### config.mk
export PLATFORM = sky130hd
export DESIGN_NAME = noc_fifo_wr_arbiter
export DESIGN_NICKNAME = d
export VERILOG_FILES = /design/src/rtl/noc_fifo_wr_arbiter.sv
export SDC_FILE = /design/constraint.sdc
export NUM_CORES = 1
export LEC_CHECK = 0
export ABC_CLOCK_PERIOD_IN_PS = 2080
export BUFFER_PORTS_ARGS = -buffer_cell sky130_fd_sc_hd__buf_2
export CELL_PAD_IN_SITES_DETAIL_PLACEMENT = 0
export CELL_PAD_IN_SITES_GLOBAL_PLACEMENT = 1
export CORE_UTILIZATION = 29
export DETAILED_ROUTE_END_ITERATION = 8
export PLACE_DENSITY = 0.83
export SETUP_SLACK_MARGIN = 0.02
export SLEW_MARGIN = 5
export SYNTH_ARGS = -nofsm -noshare
export SYNTH_HDL_FRONTEND = slang
export SYNTH_SLANG_ARGS = --single-unit
### constraint.sdc
create_clock -name wclk -period 2.08 [get_ports wclk]
set_clock_uncertainty 0.1 [all_clocks]
set_input_delay 0 -clock wclk [delete_from_list [all_inputs] [get_ports wclk]]
set_output_delay 0 -clock wclk [all_outputs]
set_load 0.01 [all_outputs]
### src/rtl/noc_fifo_wr_arbiter.sv
`default_nettype none
// ============================================================================
//  Module      : noc_fifo_wr_arbiter
//  Description : Round-robin, packet-locked (wormhole) arbiter that shares a
//                single async-FIFO write port among NREQ router requesters.
//                A grant is held from the first flit of a packet until its
//                last flit, or until MAX_PKT flits have been written, in
//                which case the packet is force-released and err_trunc
//                pulses for one cycle.
//  Revision    : 1.0 - initial release
// ----------------------------------------------------------------------------
//  Ports
//    wclk        in   1            write-domain clock, rising edge
//    wrst        in   1            synchronous reset, active-high
//    req_valid   in   NREQ         per-requester flit valid
//    req_data    in   NREQ*DSIZE   flits, requester i at [i*DSIZE +: DSIZE]
//    req_last    in   NREQ         flit is the last of its packet
//    req_ready   out  NREQ         flit accepted when valid & ready
//    fifo_wren   out  1            FIFO write enable
//    fifo_wdata  out  DSIZE        FIFO write data
//    fifo_wfull  in   1            FIFO full
//    gnt_id      out  clog2(NREQ)  current / most recent granted requester
//    busy        out  1            a packet is locked onto the write port
//    err_trunc   out  1            1-cycle pulse: packet force-released
// ============================================================================
module noc_fifo_wr_arbiter #(
    parameter int NREQ    = 4,
    parameter int DSIZE   = 8,
    parameter int MAX_PKT = 16
) (
    input  logic                      wclk,
    input  logic                      wrst,
    input  logic [NREQ-1:0]           req_valid,
    input  logic [NREQ*DSIZE-1:0]     req_data,
    input  logic [NREQ-1:0]           req_last,
    output logic [NREQ-1:0]           req_ready,
    output logic                      fifo_wren,
    output logic [DSIZE-1:0]          fifo_wdata,
    input  logic                      fifo_wfull,
    output logic [$clog2(NREQ)-1:0]   gnt_id,
    output logic                      busy,
    output logic                      err_trunc
);

    localparam int GW = $clog2(NREQ);
    localparam int CW = $clog2(MAX_PKT + 1);

    // Flit count reached when the transfer in flight is the MAX_PKT-th one.
    localparam logic [CW-1:0] c_cnt_last = CW'(MAX_PKT - 1);
    // After reset requester 0 is first in line.
    localparam logic [GW-1:0] c_rr_reset = GW'(NREQ - 1);
    localparam logic [GW-1:0] c_id_max   = GW'(NREQ - 1);

    typedef enum logic [0:0] {
        ST_IDLE = 1'b0,
        ST_LOCK = 1'b1
    } state_t;

    state_t             r_state;
    state_t             w_state_nxt;
    logic [GW-1:0]      r_gnt_id;
    logic [GW-1:0]      w_gnt_nxt;
    logic [GW-1:0]      r_rr_ptr;
    logic [GW-1:0]      w_rr_nxt;
    logic [CW-1:0]      r_flit_cnt;
    logic [CW-1:0]      w_cnt_nxt;
    logic               r_err;
    logic               w_err_nxt;

    logic [GW-1:0]      w_winner;
    logic               w_lock;
    logic               w_sel_valid;
    logic               w_sel_last;
    logic               w_xfer;
    logic [DSIZE-1:0]   w_data [NREQ];

    assign w_lock = (r_state == ST_LOCK);

    // ------------------------------------------------------------------------
    // Unpack the flat flit bus and build the per-requester ready bits. Ready
    // is withheld in the reset cycle so a requester never believes a flit was
    // taken while the packet is being abandoned.
    // ------------------------------------------------------------------------
    generate
        for (genvar i = 0; i < NREQ; i++) begin : g_req
            assign w_data[i]    = req_data[i*DSIZE +: DSIZE];
            assign req_ready[i] = w_lock && (r_gnt_id == GW'(i)) &&
                                  !fifo_wfull && !wrst;
        end
    endgenerate

    // ------------------------------------------------------------------------
    // Round-robin search: walk rr_ptr+1, rr_ptr+2, ... (wrapping at NREQ-1)
    // and take the first valid requester. The candidate index is stepped with
    // an explicit wrap so non-power-of-two NREQ works too.
    // ------------------------------------------------------------------------
    always_comb begin
        logic [GW-1:0] cand;
        logic          found;
        w_winner = r_rr_ptr;
        cand     = r_rr_ptr;
        found    = 1'b0;
        for (int k = 0; k < NREQ; k++) begin
            cand = (cand == c_id_max) ? '0 : cand + GW'(1);
            if (!found && req_valid[cand]) begin
                found    = 1'b1;
                w_winner = cand;
            end
        end
    end

    // Granted requester's handshake signals, valid only while locked.
    assign w_sel_valid = req_valid[r_gnt_id];
    assign w_sel_last  = req_last[r_gnt_id];
    assign w_xfer      = w_lock && w_sel_valid && !fifo_wfull && !wrst;

    assign fifo_wren   = w_xfer;
    assign fifo_wdata  = w_lock ? w_data[r_gnt_id] : '0;

    // ------------------------------------------------------------------------
    // Next-state / next-register logic
    // ------------------------------------------------------------------------
    always_comb begin
        w_state_nxt = r_state;
        w_gnt_nxt   = r_gnt_id;
        w_rr_nxt    = r_rr_ptr;
        w_cnt_nxt   = r_flit_cnt;
        w_err_nxt   = 1'b0;

        case (r_state)
            ST_IDLE: begin
                // Arbitration cycle: no flit moves, the winner is locked in.
                if (|req_valid) begin
                    w_state_nxt = ST_LOCK;
                    w_gnt_nxt   = w_winner;
                    w_rr_nxt    = w_winner;
                    w_cnt_nxt   = '0;
                end
            end
            ST_LOCK: begin
                // Full FIFO or an idle requester simply freezes the packet.
                if (w_xfer) begin
                    w_cnt_nxt = r_flit_cnt + CW'(1);
                    if (w_sel_last) begin
                        w_state_nxt = ST_IDLE;
                    end else if (r_flit_cnt == c_cnt_last) begin
                        // Oversized packet: this flit is kept, the remainder
                        // re-arbitrates as if it were a fresh packet.
                        w_state_nxt = ST_IDLE;
                        w_err_nxt   = 1'b1;
                    end
                end
            end
            default: begin
                w_state_nxt = ST_IDLE;
            end
        endcase
    end

    // State register
    always_ff @(posedge wclk) begin
        if (wrst) begin
            r_state <= ST_IDLE;
        end else begin
            r_state <= w_state_nxt;
        end
    end

    // Datapath registers
    always_ff @(posedge wclk) begin
        if (wrst) begin
            r_gnt_id   <= '0;
            r_rr_ptr   <= c_rr_reset;
            r_flit_cnt <= '0;
            r_err      <= 1'b0;
        end else begin
            r_gnt_id   <= w_gnt_nxt;
            r_rr_ptr   <= w_rr_nxt;
            r_flit_cnt <= w_cnt_nxt;
            r_err      <= w_err_nxt;
        end
    end

    assign gnt_id    = r_gnt_id;
    assign busy      = w_lock;
    assign err_trunc = r_err;

endmodule
`default_nettype wire
==> results.py, run 1 <==
metrics = {
    "pwr": {
        "power_per_cell_area_nw_per_um2": 712,
        "p_leak_nw": 0.748,
        "irDropWorstVdd_mv": 0.186,
    },
    "clock_network": {
        "numCtsBuffers": 3,
        "clk_pin_slew_worst_paths_ns": 0.05,
        "cts.sinks": 11,
        "tritoncts": "yes",
        "clock_latency_ns": 0.23,
        "cts_root_buf": "clkbuf_8",
        "clk_path_buf_depth": 2,
        "htree_levels": 1,
    },
    "logic_synthesis": {
        "seq_area_frac_synth": 0.185,
        "synth_cell_types": 44,
        "avgSynthCellArea_sq_um": 8.49,
        "synth_ff_type": "dfxtp_1",
        "synth-edff-count": 0,
        "synthArstFlopShare": 0,
        "syn-num-nets": 186,
        "ys_ff_latch": 11,
        "ys.warnings.count": 0,
        "syn-instance-count": 140,
        "syn_area_sq_um": 1190,
    },
    "grt": {
        "grt_overflow_total": 0,
        "grt_pass1_wl_um": 5240,
        "grt_max_degree": 16,
        "grt_pass1_vias": 1179,
        "antenna_found_initial": 0,
        "grt.total_usage": 0.153,
    },
    "drt": {
        "postRouteAntennaNets": 0,
        "avgViaCountPerCell": 5.11,
        "drc": 0,
        "wirelength_um": 3160,
        "dr.pass1.iters": 4,
        "drt_iter0_drc": 49,
        "post_drt_wl_per_cell_um": 12.8,
        "dr_total_vias": 1267,
    },
    "sta": {
        "worstMarginPinSlew_ns": 0.314,
        "fin_setup_tns_ns": 0,
        "min_period_ns": 2.02,
        "fin_crit_sh": 0.972,
        "max_freq_mhz": 495,
        "setup_viol": 0,
        "hold_viol_final": 0,
        "rsz0062_at_grt": "yes",
        "relSlewSlack": 0.789,
        "drv_slew": 0,
    },
    "final_layout": {
        "layout_commonest_cell": "buf_2",
        "seq_area_sq_um": 223,
        "final_nets": 247,
        "finalInstanceArea_sq_um": 1640,
        "drive_above_1_share": 0.470,
        "synthToLayoutAreaGrowth_pct": 37.9,
        "final_cell_mix": "buf_2, a21oi_1, mux4_2, nand2_1, nor2_1",
        "multiInputGateArea_sq_um": 912,
        "nFillCells": 380,
        "n_antenna_cell": 0,
    },
    "run_status": {
        "status": "completed",
    },
    "setup_path": {
        "slowest_stage": "mux4_2",
        "required_ns": 2.10,
        "cp_max_fo": 3,
        "slowest_delay_ns": 0.52,
        "r2r_start": "r_rr_ptr[0]$_SDFFE_PP1P_",
        "worstReg2RegEnd": "gnt_id[1]$_SDFFE_PP0P_",
        "critPathLaunch": "r_rr_ptr[0]$_SDFFE_PP1P_",
        "ff2ff_setup_slack_ns": 0.06,
        "end_kind": "flop",
        "r2r_cells": 6,
        "path_class": "reg -> reg",
        "cp-start-kind": "flop",
        "crit_end": "gnt_id[1]$_SDFFE_PP0P_",
        "path_cells": "buf_4 > mux4_2 > a21o_1 > o221a_4 > o311ai_4 > a21oi_1",
        "crit_arrival_ns": 2.04,
    },
    "die": {
        "dieWidth_um": 66.0,
        "start_util": 0.313,
        "fp.dieH_um": 66.0,
        "core_sq_um": 3800,
        "dieArea_sq_um": 4360,
        "io_pins": 60,
        "rows": 22,
    },
    "place": {
        "place_congestion": 0.813,
        "place_area_sq_um": 1550,
        "hpwl_um": 2450,
        "port_buffers": 59,
    },
    "run": {
        "drv_cap": 0,
    },
    "worst_hold_path": {
        "hold_depth": 4,
        "hold_class": "in -> reg",
    },
}
-- area by class of cell --
class | count | area share
multi-input cells | 110 | 0.556
clock buffers | 4 | 0.0275
repair buffers | 69 | 0.230
inverters | 6 | 0.0137
well taps | 48 | 0.0366
flip-flops and latches | 11 | 0.136
-- kinds of logic after synthesis --
group           share of synthesized area
compound gates                      0.202
simple gates                        0.273
mux                                 0.226
fa+ha+maj                          0.0316
flops                               0.185
xor+xnor                           0.0147
buf+inv                            0.0674
-- routing by layer --
metal | part of all wire | global-route usage | vias to the layer above
met2 | 0.47 | 0.276 | 66
met5 | 0 | 0 | -
li1 | - | - | 632
met4 | 0.016 | 0.0452 | 0
met1 | 0.42 | 0.180 | 563
met3 | 0.089 | 0.0293 | 6
-- worst min-delay path by stage --
stage               slack [ns]         from                    endpoint
detailed placement        0.23         wrst  r_flit_cnt[4]$_SDFFE_PP0P_
finish                    0.08   fifo_wfull        err_trunc$_SDFF_PP0_
floorplan                 0.08   fifo_wfull                req_ready[2]
CTS                        0.1   fifo_wfull        err_trunc$_SDFF_PP0_
global route              0.12  req_last[3]        err_trunc$_SDFF_PP0_
global placement          0.22         wrst  r_flit_cnt[4]$_SDFFE_PP0P_
-- cells in the mapped netlist (3+ instances only) --
cell,number,area share
ha_1,3,0.032
a21oi_1,13,0.055
nor2_1,11,0.035
nor3b_1,4,0.025
dfxtp_1,11,0.19
inv_1,5,0.016
and2_1,9,0.047
clkbuf_1,5,0.016
nand3_1,4,0.017
nor3_1,3,0.013
a21o_1,3,0.019
o21ai_0,3,0.013
mux4_2,11,0.21
nand2_1,11,0.035
buf_2,7,0.029
nand2b_1,5,0.026
-- per-stage QoR --
stage	instances	utilization	setup slack (ns)	hold WS [ns]	power, mW
after floorplan	140	-	0.103	0.0777	0.735
after global placement	242	0.407	0.0898	0.216	0.902
after detailed placement	242	0.407	0.0844	0.227	0.910
after CTS	247	0.422	0.0675	0.0990	1.13
after global routing	248	0.431	0.00491	0.122	1.26
final	248	0.431	0.0585	0.0811	1.17
-- state kept, by name, indices dropped and copies added (netlist names) --
| register | count |
|---|---|
| r_flit_cnt | 5 |
| gnt_id | 2 |
| r_rr_ptr | 2 |
| busy | 1 |
| err_trunc | 1 |
-- power by group --
part           internal, mW  switching, mW
Combinational         0.372          0.326
Clock                 0.134         0.0782
Sequential            0.235         0.0212
-- worst max-delay path, delay by kind of cell, from the launching register on --
family	cells	cell delay [ns]
flops	1	0.35
buf+inv	1	0.12
mux	1	0.52
compound gates	4	0.81
-- repair_timing --
action                                 in CTS  in global routing
hold buffers                                1                  0
setup buffers                               0                  1
setup endpoints to repair                   0                  4
endpoints found under the hold margin       5                  0
resized for setup                           0                  7
Power figures use the tool's default switching activity.
==> run 2: changes to the inputs <==
==> constraint.sdc (replaced) <==
create_clock -name wclk -period 2.08 [get_ports wclk]
set_clock_uncertainty 0.1 [all_clocks]
set_input_delay 0.104 -clock wclk [delete_from_list [all_inputs] [get_ports wclk]]
set_output_delay 0.104 -clock wclk [all_outputs]
set_load 0.01 [all_outputs]
==> results.py, run 2 (synthesized netlist as in run 1, its figures left out) <==
metrics = {
    "run_status": {
        "status": "completed",
    },
    "grt": {
        "grt_overflow_total": 0,
        "grt.total_usage": 0.158,
        "grt_pass1_wl_um": 5310,
        "antenna_found_initial": 0,
        "grt_max_degree": 16,
        "grt_pass1_vias": 1142,
    },
    "clock_network": {
        "htree_levels": 1,
        "numCtsBuffers": 3,
        "cts.sinks": 11,
        "tritoncts": "yes",
        "cts_root_buf": "clkbuf_8",
        "postCtsSetupBuffers": 0,
        "clock_latency_ns": 0.24,
        "clk_path_buf_depth": 2,
        "clk_pin_slew_worst_paths_ns": 0.05,
    },
    "drt": {
        "dr.pass1.iters": 6,
        "drc": 0,
        "avgViaCountPerCell": 5.21,
        "drt_iter0_drc": 45,
        "wirelength_um": 3390,
        "post_drt_wl_per_cell_um": 13.7,
        "postRouteAntennaNets": 0,
        "dr_total_vias": 1288,
    },
    "final_layout": {
        "layout_commonest_cell": "buf_2",
        "final_nets": 246,
        "largest_reg_flops": 5,
        "final_cell_mix": "buf_2, a21oi_1, mux4_2, nand2_1, nor2_1",
        "final_cells": 247,
        "nFillCells": 376,
        "regMostFlops": "r_flit_cnt",
        "drive_above_1_share": 0.462,
        "synthToLayoutAreaGrowth_pct": 37.3,
        "fin_util": 0.430,
        "seq_area_sq_um": 221,
        "multiInputGateArea_sq_um": 907,
        "n_antenna_cell": 0,
    },
    "setup_path": {
        "ff2ff_setup_slack_ns": 0.06,
        "crit_arrival_ns": 2.05,
        "cp_max_fo": 3,
        "r2r_cells": 6,
        "end_kind": "flop",
        "slowest_stage": "mux4_2",
        "path_cells": "buf_4 > mux4_2 > a21o_1 > o221a_4 > o311ai_4 > a21oi_1",
        "r2r_start": "r_rr_ptr[0]$_SDFFE_PP1P_",
        "slowest_delay_ns": 0.53,
        "worstReg2RegEnd": "gnt_id[1]$_SDFFE_PP0P_",
        "path_class": "reg -> reg",
        "required_ns": 2.11,
        "cp-start-kind": "flop",
    },
    "pwr": {
        "pwr-share-seq": 0.216,
        "p_leak_nw": 0.746,
        "power_per_cell_area_nw_per_um2": 727,
        "total_power_mw": 1.19,
        "power_frac_clock": 0.185,
        "netSwitchingFraction": 0.367,
        "internal-power_mw": 0.751,
        "p_sw_mw": 0.435,
        "power_frac_comb": 0.599,
        "irDropWorstVdd_mv": 0.200,
    },
    "die": {
        "core_sq_um": 3800,
        "rows": 22,
        "io_pins": 60,
        "dieArea_sq_um": 4360,
        "start_util": 0.313,
        "fp.dieH_um": 66.0,
        "dieWidth_um": 66.0,
    },
    "sta": {
        "hold_viol_final": 0,
        "max_freq_mhz": 494,
        "fin_crit_sh": 0.973,
        "fin_setup_tns_ns": 0,
        "worstMarginPinSlew_ns": 0.316,
        "min_period_ns": 2.02,
        "drv_slew": 0,
        "rsz0062_at_grt": "no",
        "relSlewSlack": 0.790,
        "setup_viol": 0,
    },
    "place": {
        "port_buffers": 59,
        "dp.cells": 243,
        "hpwl_um": 2550,
        "place_congestion": 0.801,
    },
    "worst_hold_path": {
        "min_from": "wrst",
        "hold_class": "in -> reg",
        "hold_depth": 2,
        "hold_path_end": "r_flit_cnt[2]$_SDFFE_PP0P_",
    },
    "run": {
        "drv_cap": 0,
    },
}
==> run 2: cell type report <==
type                       instances  area share
tap                               48      0.0368
inverter                           6      0.0138
sequential                        11       0.136
timing repair buffer              68       0.230
multi-input combinational        110       0.556
clock buffer                       4      0.0276
==> run 2: what timing repair did <==
action                     in CTS  in global routing
resized for setup               0                  4
setup endpoints to repair       0                  4
hold buffers                    0                  0
==> run 2: per-layer routing <==
metal | GRT usage | wire, um | vias to the layer above
li1 | - | - | 630
met1 | 0.174 | 1340 | 586
met2 | 0.297 | 1690 | 69
met3 | 0.0241 | 317 | 3
met4 | 0.0638 | 41 | 0
met5 | 0 | 0 | -
==> run 2: worst max-delay path by stage <==
stage                              from                     end  slack, ns  cells past startpoint
6_report       r_rr_ptr[0]$_SDFFE_PP1P_  gnt_id[1]$_SDFFE_PP0P_       0.06                      6
2_1_floorplan  r_rr_ptr[0]$_SDFFE_PP1P_  gnt_id[1]$_SDFFE_PP0P_       0.10                      6
4_1_cts        r_rr_ptr[1]$_SDFFE_PP1P_  gnt_id[1]$_SDFFE_PP0P_       0.02                      6
3_5_place_dp   r_rr_ptr[1]$_SDFFE_PP1P_  gnt_id[1]$_SDFFE_PP0P_       0.03                      6
5_1_grt        r_rr_ptr[0]$_SDFFE_PP1P_  gnt_id[1]$_SDFFE_PP0P_       0.02                      6
3_3_place_gp   r_rr_ptr[1]$_SDFFE_PP1P_  gnt_id[1]$_SDFFE_PP0P_       0.06                      6
==> run 2: through the flow <==
stage	hold WS, ns	area, sq um	worst slack, ns
after floorplan	0.286	1190	0.103
after global placement	0.325	1570	0.0605
after detailed placement	0.333	1570	0.0267
after CTS	0.0742	1610	0.0241
after global routing	0.0980	1630	0.0228
final	0.0888	1630	0.0569
==> run 2: power groups by stage <==
stage	Clock, mW	Combinational [mW]	Sequential [mW]
after floorplan	0	0.479	0.256
after global placement	0	0.677	0.255
after detailed placement	0	0.688	0.256
after CTS	0.226	0.691	0.251
after global routing	0.234	0.773	0.259
final	0.220	0.710	0.256
==> run 2: critical path: cells and delay by family (launching register included) <==
| kind | cells | cell delay [ns] |
|---|---|---|
| flops | 1 | 0.35 |
| compound gates | 4 | 0.80 |
| buf+inv | 1 | 0.12 |
| mux | 1 | 0.53 |
==> run 3: changes to the inputs <==
--- a/config.mk
+++ b/config.mk
@@ -5,12 +5,14 @@
 export SDC_FILE = /design/constraint.sdc
 export NUM_CORES = 1
 export LEC_CHECK = 0
+export ABC_AREA = 1
 export ABC_CLOCK_PERIOD_IN_PS = 2080
 export BUFFER_PORTS_ARGS = -buffer_cell sky130_fd_sc_hd__buf_2
 export CELL_PAD_IN_SITES_DETAIL_PLACEMENT = 0
 export CELL_PAD_IN_SITES_GLOBAL_PLACEMENT = 1
-export CORE_UTILIZATION = 29
+export CORE_UTILIZATION = 27
 export DETAILED_ROUTE_END_ITERATION = 8
+export GPL_ROUTABILITY_DRIVEN = 0
 export PLACE_DENSITY = 0.83
 export SETUP_SLACK_MARGIN = 0.02
 export SLEW_MARGIN = 5
==> results.py, run 3 <==
metrics = {
    "pwr": {
        "p_leak_nw": 0.797,
        "power_frac_comb": 0.736,
        "netSwitchingFraction": 0.533,
        "pwr-share-seq": 0.152,
        "power_per_cell_area_nw_per_um2": 1200,
        "total_power_mw": 1.91,
        "power_frac_clock": 0.112,
        "irDropWorstVdd_mv": 0.382,
        "internal-power_mw": 0.892,
        "p_sw_mw": 1.02,
    },
    "clock_network": {
        "postCtsSetupBuffers": 0,
        "cts_resized": 0,
        "cts_root_buf": "clkbuf_8",
        "tritoncts": "yes",
        "clock_latency_ns": 0.24,
        "clk_path_buf_depth": 2,
        "clk_pin_slew_worst_paths_ns": 0.05,
        "htree_levels": 1,
        "cts_hold_buf": 0,
        "cts.sinks": 11,
        "numCtsBuffers": 3,
    },
    "logic_synthesis": {
        "synth.most_common_cell": "nand2_1",
        "ys_ff_latch": 11,
        "syn-num-nets": 232,
        "yosysTopAreaCell": "dfxtp_1",
        "ys.warnings.count": 0,
        "seq_area_frac_synth": 0.187,
        "synth.top_cell.area_share": 0.187,
        "synth_ff_type": "dfxtp_1",
        "syn_area_sq_um": 1170,
        "synthArstFlopShare": 0,
        "synthTopCellsByCount": "nand2_1, nand3_1, dfxtp_1, inv_1, a22oi_1",
        "synthTopCellsByArea": "dfxtp_1, nand2_1, nand3_1, a22oi_1, a31oi_1",
        "synth-edff-count": 0,
        "avgSynthCellArea_sq_um": 6.32,
        "synth_cell_types": 34,
        "syn-instance-count": 186,
    },
    "die": {
        "io_pins": 60,
        "start_util": 0.288,
        "core_sq_um": 4090,
        "rows": 23,
        "dieArea_sq_um": 4620,
        "dieWidth_um": 68.0,
        "fp.dieH_um": 68.0,
    },
    "worst_hold_path": {
        "hold_path_end": "gnt_id[1]$_SDFFE_PP0P_",
        "min_from": "wrst",
        "hold_class": "in -> reg",
        "hold_depth": 2,
    },
    "grt": {
        "grt_pass1_vias": 1133,
        "grt_pass1_wl_um": 5070,
        "grt.total_usage": 0.141,
        "grt_max_degree": 16,
        "grt_overflow_total": 0,
        "antenna_found_initial": 0,
    },
    "drt": {
        "dr.pass1.iters": 4,
        "drt_iter0_drc": 80,
        "wirelength_um": 3400,
        "drc": 0,
        "postRouteAntennaNets": 0,
        "post_drt_wl_per_cell_um": 11.4,
        "avgViaCountPerCell": 4.76,
        "dr_total_vias": 1418,
    },
    "place": {
        "port_buffers": 59,
        "hpwl_um": 2820,
        "dp.cells": 294,
    },
    "sta": {
        "drv_slew": 0,
        "rsz0062_at_grt": "no",
        "hold_viol_final": 0,
        "min_period_ns": 1.83,
        "relSlewSlack": 0.756,
        "worstMarginPinSlew_ns": 0.361,
        "fin_setup_tns_ns": 0,
        "fin_crit_sh": 0.879,
        "setup_viol": 0,
        "max_freq_mhz": 547,
        "hold-worst-slack_ns": 0.0684,
    },
    "final_layout": {
        "drive_above_1_share": 0.391,
        "layout_commonest_cell": "buf_2",
        "nFillCells": 447,
        "final_cells": 298,
        "largest_reg_flops": 5,
        "n_antenna_cell": 0,
        "synthToLayoutAreaGrowth_pct": 35.0,
        "final_cell_mix": "buf_2, nand2_1, nand3_1, inv_1, dfxtp_1",
        "final_nets": 295,
        "regMostFlops": "r_flit_cnt",
    },
    "setup_path": {
        "cp-start-kind": "flop",
        "r2r_start": "r_rr_ptr[1]$_SDFFE_PP1P_",
        "path_class": "reg -> out",
        "cpMostUsedCell": "inv_2",
        "slowest_delay_ns": 0.46,
        "path_cells": "inv_2 > nor2_8 > nand2_2 > o2111ai_2 > nand2_4 > inv_2 > buf_2",
        "required_ns": 1.88,
        "cp_max_fo": 13,
        "ff2ff_setup_slack_ns": 0.29,
        "end_kind": "output pin",
        "r2r_cells": 10,
        "crit_arrival_ns": 1.62,
        "slowest_stage": "dfxtp_1",
        "worstReg2RegEnd": "gnt_id[1]$_SDFFE_PP0P_",
    },
    "run": {
        "drv_cap": 0,
    },
    "run_status": {
        "status": "completed",
    },
}
[run 3: worst max-delay path, delay by kind of cell (launching register included)]
kind / cells / cell delay, ns
simple gates: 3 / 0.39
compound gates: 1 / 0.12
flops: 1 / 0.46
buf+inv: 3 / 0.42
[run 3: cell type report]
class,instances,area (sq um),area share
Sequential cell,11,220,0.139
Inverter,20,77.6,0.0489
Clock buffer,3,41.3,0.0260
Multi-Input combinational cell,148,840,0.529
Clock inverter,1,5.00,0.00315
Timing Repair Buffer,65,340,0.215
Tap cell,50,62.6,0.0394
[run 3: cell families (layout without fill, tap and decap cells)]
kind of cell	after synthesis	count (layout)	synth area share
AO/OA/AOI/OAI	38	38	0.228
XOR/XNOR	1	1	0.00746
adder cells (fa/ha/maj)	3	3	0.0320
buffers and inverters	27	89	0.0980
flip-flops	11	11	0.187
AND/OR/NAND/NOR	106	106	0.447
[run 3: metal layers]
metal	track usage	vias up	wire length, um
li1	-	760	-
met1	0.204	638	1660
met2	0.217	18	1640
met3	0.0250	2	103
met4	0.0234	0	7
met5	0	-	0
[run 3: power by group through the flow]
stage	clock network (mW)	registers (mW)	logic, mW
detailed placement	0	0.296	1.40
CTS	0.220	0.291	1.41
finish	0.214	0.291	1.40
global placement	0	0.295	1.41
floorplan	0	0.284	1.11
global route	0.230	0.296	1.57
[run 3: metrics by stage]
step / area, sq um / setup slack, ns / utilization
global route: 1590 / 0.114 / 0.388
detailed placement: 1540 / 0.284 / 0.377
CTS: 1590 / 0.233 / 0.388
global placement: 1540 / 0.317 / 0.377
finish: 1590 / 0.251 / 0.388
floorplan: 1170 / 0.393 / -
[run 3: worst max-delay path by stage]
stage | start | end
after floorplan | r_rr_ptr[0]$_SDFFE_PP1P_ | gnt_id[0]$_SDFFE_PP0P_
after global placement | r_rr_ptr[1]$_SDFFE_PP1P_ | gnt_id[1]$_SDFFE_PP0P_
after detailed placement | r_rr_ptr[1]$_SDFFE_PP1P_ | gnt_id[1]$_SDFFE_PP0P_
after CTS | gnt_id[0]$_SDFFE_PP0P_ | fifo_wren
after global routing | r_rr_ptr[1]$_SDFFE_PP1P_ | r_rr_ptr[1]$_SDFFE_PP1P_
final | gnt_id[0]$_SDFFE_PP0P_ | fifo_wren
